`src/rtl/timer_device_if.sv`:
```
// Peripheral bus bundle between the CPU and the timer.
// The CPU drives Addr/WE/Din; the timer returns Dout combinationally and drives IRQ.
interface timer_device_if;
    logic [31:0] Addr;
    logic        WE;
    logic [31:0] Din;
    logic [31:0] Dout;
    logic        IRQ;

    modport master (output Addr, output WE, output Din, input Dout, input IRQ);
    modport slave  (input Addr, input WE, input Din, output Dout, output IRQ);
endinterface

```
`src/rtl/timer_device.sv`:
```
// Memory-mapped 32-bit down-counting timer: one-shot (latched IRQ) or auto-reload (pulsed IRQ).
// Handshake: a bus write is accepted on every posedge where WE=1; reads are combinational, no stall.
module timer_device (
    input  logic              clk,
    input  logic              rst,
    timer_device_if.slave     bus,
    output logic [1:0]        dbg_state_o
);

    typedef enum logic [1:0] {
        IDLE = 2'd0,
        LOAD = 2'd1,
        CNT  = 2'd2,
        INT  = 2'd3
    } state_e;

    state_e      state_q, state_d;
    logic [3:0]  ctrl_q, ctrl_d;
    logic [31:0] preset_q, preset_d;
    logic [31:0] count_q, count_d;
    logic        irq_flag_q, irq_flag_d;

    logic [1:0]  reg_sel;
    logic        enable;
    logic        auto_reload;

    assign reg_sel     = bus.Addr[3:2];
    assign enable      = ctrl_q[0];
    assign auto_reload = (ctrl_q[2:1] != 2'b00);

    always_ff @(posedge clk) begin
        if (rst) begin
            state_q    <= IDLE;
            ctrl_q     <= 4'h0;
            preset_q   <= 32'h0;
            count_q    <= 32'h0;
            irq_flag_q <= 1'b0;
        end else begin
            state_q    <= state_d;
            ctrl_q     <= ctrl_d;
            preset_q   <= preset_d;
            count_q    <= count_d;
            irq_flag_q <= irq_flag_d;
        end
    end

    always_comb begin
        state_d    = state_q;
        ctrl_d     = ctrl_q;
        preset_d   = preset_q;
        count_d    = count_q;
        irq_flag_d = irq_flag_q;

        case (state_q)
            IDLE: begin
                if (enable) begin
                    irq_flag_d = 1'b0;
                    state_d    = LOAD;
                end
            end
            LOAD: begin
                count_d = preset_q;
                state_d = CNT;
            end
            CNT: begin
                if (!enable) begin
                    state_d = IDLE;
                end else if (count_q > 32'd1) begin
                    count_d = count_q - 32'd1;
                end else begin
                    count_d    = 32'h0;
                    irq_flag_d = 1'b1;
                    state_d    = INT;
                end
            end
            INT: begin
                if (auto_reload) begin
                    irq_flag_d = 1'b0;
                end else begin
                    ctrl_d[0] = 1'b0;
                end
                state_d = IDLE;
            end
            default: state_d = IDLE;
        endcase

        // Bus writes come last so a CTRL write overrides the one-shot Enable clear.
        if (bus.WE) begin
            case (reg_sel)
                2'd0:    ctrl_d   = bus.Din[3:0];
                2'd1:    preset_d = bus.Din;
                default: ;
            endcase
        end
    end

    always_comb begin
        case (reg_sel)
            2'd0:    bus.Dout = {28'h0, ctrl_q};
            2'd1:    bus.Dout = preset_q;
            2'd2:    bus.Dout = count_q;
            default: bus.Dout = 32'h0;
        endcase
    end

    assign bus.IRQ     = irq_flag_q & ctrl_q[3];
    assign dbg_state_o = state_q;

endmodule

```
`src/flat_wrapper.sv`:
```
// flat-port wrapper written by rule: the top's interface ports become plain ports
module timer_device_flat 
  (clk, rst, dbg_state_o, bus_Addr, bus_WE, bus_Din, bus_Dout, bus_IRQ);
  timer_device_if bus_i ();
  input  logic clk;
  input  logic rst;
  output logic [1:0] dbg_state_o;
  input wire logic [$bits(bus_i.Addr)-1:0] bus_Addr;
  input wire logic [$bits(bus_i.WE)-1:0] bus_WE;
  input wire logic [$bits(bus_i.Din)-1:0] bus_Din;
  output wire logic [$bits(bus_i.Dout)-1:0] bus_Dout;
  output wire logic [$bits(bus_i.IRQ)-1:0] bus_IRQ;
  assign bus_i.Addr = bus_Addr;
  assign bus_i.WE = bus_WE;
  assign bus_i.Din = bus_Din;
  assign bus_Dout = bus_i.Dout;
  assign bus_IRQ = bus_i.IRQ;
  timer_device u_core (.clk(clk), .rst(rst), .bus(bus_i), .dbg_state_o(dbg_state_o));
endmodule
```
`config.mk`:
```
export PLATFORM = sky130hd
export DESIGN_NAME = timer_device_flat
export DESIGN_NICKNAME = d
export VERILOG_FILES = /design/src/rtl/timer_device_if.sv /design/src/rtl/timer_device.sv /design/src/flat_wrapper.sv
export SDC_FILE = /design/constraint.sdc
export NUM_CORES = 1
export LEC_CHECK = 0
export CORE_MARGIN = 5
export CORE_UTILIZATION = 45
export DETAILED_ROUTE_END_ITERATION = 8
export GPL_TIMING_DRIVEN = 0
export PLACE_DENSITY = 0.74
export SLEW_MARGIN = 20
export SYNTH_ARGS = -nofsm -noshare
export SYNTH_HDL_FRONTEND = slang
export SYNTH_SLANG_ARGS = --single-unit
```
`constraint.sdc`:
```
create_clock -name clk -period 2.1 [get_ports clk]
set_clock_uncertainty 0.15 [all_clocks]
set_input_delay 0.21 -clock clk [delete_from_list [all_inputs] [get_ports clk]]
set_output_delay 0.21 -clock clk [all_outputs]
set_load 0.03 [all_outputs]
```
==> reports/qor.txt <==
commonest cells after routing, fill and taps aside - nand2_1, dfxtp_1, a21oi_1
power density over the cells - 550.4 nW/um^2
# setup viols final - 32
worst setup margin - -198.0 ps
Placement Cell Area - 4992 um^2
Routed Antenna Nets - 0
worst-margin pin slew - 799.1 ps
Final HPWL DP - 10970 um
Place WS - -1226 ps
Worst VDD drop - 0.3987 mV
H-Tree Depth - 3
Pins Over Slew Limit - 0
Seq/Total Area, Yosys - 0.3434
syn nets - 604
largest net degree at the start of global routing - 14
mapped cell area - 4139 um^2
RSZ-0062 raised after global routing - true
ant diodes - 0
Skew-Pair Late Insertion Delay - 370 ps
Mapped Cells - 535
Worst Setup End Kind - flop
total global routing track utilization - 0.2896
register bit total from synthesis - 71
# rows - 35
initial core utilization - 0.4544
Die Y - 105.9 um
final hold viol count - 0
Rel. slew slack - 0.4661
Sink Count - 71
worst reg2reg path startpoint - u_core.count_q[16]
GP Congestion - 0.9656
family with the most delay on the worst path - simple AND/OR/NAND/NOR gates
TritonCTS clock tree - yes
Die Footprint - 11220 um^2
maxcap violations - 0
maximum buffer depth of the clock tree - 2
num ports - 102
fmax - 435.2 MHz
crit-path cells - or4_4, nor4_4, nand3_4, buf_6, buf_16, o211ai_1, a221oi_1
CP max stage cell - or4_4
core area - 9109 um^2
startpoint types - flop
synthesis-to-finish area growth - 38.88%
Synth async-reset ratio - 0
hold path start - rst
most common cell after layout, fill and taps aside - nand2_1
Final Critical Period - 2298 ps
Initial DRC Count - 563
Buf/Inv on CP - 2
Crit Path Category - flop to flop
EDFF count, synth - 0
crit-path max FO - 7
DRC Markers - 0
GRT overflow - 0
failing checks - setup timing
vias post-DR - 4865
hold path depth - 3
vias per cell - 6.435
WL per Instance - 22.02 um
worst path required time - 2160 ps
Hold Crit Class - input port to flop
Total Nets Final - 709
Final period util - 1.094
CP peak stage delay - 570 ps
# fillers - 830
clock slew at reported path FFs - 90 ps
Critical Path AT - 2360 ps
Hold EP - u_core.dbg_state_o[1]
Pleak - 2.293 nW
total CTS buffers - 9
R2R Path End - u_core.count_q[19]
Yosys Warn Count - 0
Syn Area/Cell - 7.736 um^2
overall die width - 105.9 um
drt pass-1 iters - 6
Design Area, Final - 5748 um^2
status - finished, violations left
main flop type after synthesis - dfxtp_1
Reg2Reg Depth - 7
Cell variety after synth - 60
Port-buffer cells - 69
layout cells sized above 1 - 0.2419
FF-to-FF setup slack - -200 ps
clock root cell - clkbuf_8
initial antenna violation count - 0
first-pass GRT wire length - 25340 um
WL final - 16650 um
vias in the first global route - 4602
Hold Buf Count CTS - 0
how the worst max path moves through the flow:
| stage | start | slack (ps) | end | cells after the start |
|---|---|---|---|---|
| global route | u_core.count_q[3] | -260 | u_core.count_q[1] | 7 |
| floorplan | u_core.count_q[0] | 3 | u_core.count_q[12] | 7 |
| finish | u_core.count_q[16] | -200 | u_core.count_q[19] | 7 |
| detailed placement | bus_Addr[2] | -1230 | bus_Dout[11] | 6 |
| global placement | bus_Addr[2] | -1210 | bus_Dout[11] | 6 |
| CTS | u_core.count_q[2] | -190 | u_core.count_q[8] | 7 |
layout make-up:
| cell class | instances | area (um^2) | area share |
|---|---|---|---|
| clock buffers | 10 | 137.6 | 0.02394 |
| well taps | 111 | 138.9 | 0.02416 |
| plain buffers | 41 | 235.2 | 0.04092 |
| repair buffers | 105 | 965.9 | 0.1680 |
| clock inverters | 6 | 67.56 | 0.01175 |
| multi-input cells | 408 | 2741 | 0.4769 |
| inverters | 4 | 17.52 | 0.003047 |
| flip-flops and latches | 71 | 1444 | 0.2512 |
sequential cells by signal (all words and copies together) (netlist names):
| register | flops |
|---|---|
| u_core.count_q | 32 |
| u_core.irq_flag_q | 1 |
| u_core.ctrl_q | 4 |
| u_core.dbg_state_o | 2 |
| u_core.preset_q | 32 |
worst min-delay path: stages:
cell and delay, ps:
clkbuf_1 140, nand2b_1 200, inv_1 60
power by group:
part / switching (mW) / internal, mW / total, mW / leakage (nW)
sequential: 0.0332 / 1.37 / 1.40 / 0.581
clock: 0.593 / 0.585 / 1.18 / 0.0989
combinational: 0.322 / 0.263 / 0.585 / 1.61
stage by stage:
step	TNS [ps]	instances	util	hold slack, ps	total power [mW]
after global routing	-5746	756	0.6310	175.3	3.244
after CTS	-3846	744	0.6148	119.0	3.125
after global placement	-57990	715	0.5481	312.3	1.868
after detailed placement	-59430	715	0.5481	316.5	1.870
after floorplan	0	535	-	196.0	1.673
final	-3635	756	0.6310	126.2	3.163
cell families after synthesis:
family,Yosys count,share of synthesized area
AND/OR/NAND/NOR,231,0.2953
AO/OA/AOI/OAI,157,0.2530
flip-flops,71,0.3434
buffers and inverters,56,0.05804
multiplexers,17,0.04202
adder cells (fa/ha/maj),2,0.006045
XOR/XNOR,1,0.002116
repair_timing:
action | CTS | global route
setup buffers | 18 | 16
resized for setup | 137 | 40
setup endpoints to repair | 96 | 47
pin swaps | 11 | 16
cloned | 2 | 1
synth_stat cells (10+ instances only):
| master | number | share of area |
|---|---|---|
| a21oi_1 | 52 | 0.063 |
| a22o_1 | 28 | 0.059 |
| a31oi_1 | 15 | 0.023 |
| clkbuf_1 | 37 | 0.034 |
| dfxtp_1 | 71 | 0.34 |
| mux2i_1 | 14 | 0.034 |
| nand2_1 | 96 | 0.087 |
| nand3_1 | 25 | 0.030 |
| nor2_1 | 24 | 0.022 |
| nor3_1 | 10 | 0.012 |
| nor4_1 | 13 | 0.020 |
| o211ai_1 | 11 | 0.020 |
| o21ai_0 | 12 | 0.015 |
metal layers:
layer	global-route usage	share of wire	wire, um
met5	0	0	0
met3	0.06375	0.11	1855
met1	0.3829	0.40	6686
met4	0.1230	0.039	645
met2	0.4558	0.45	7457
Note: power is estimated with default switching activity, not from simulation.
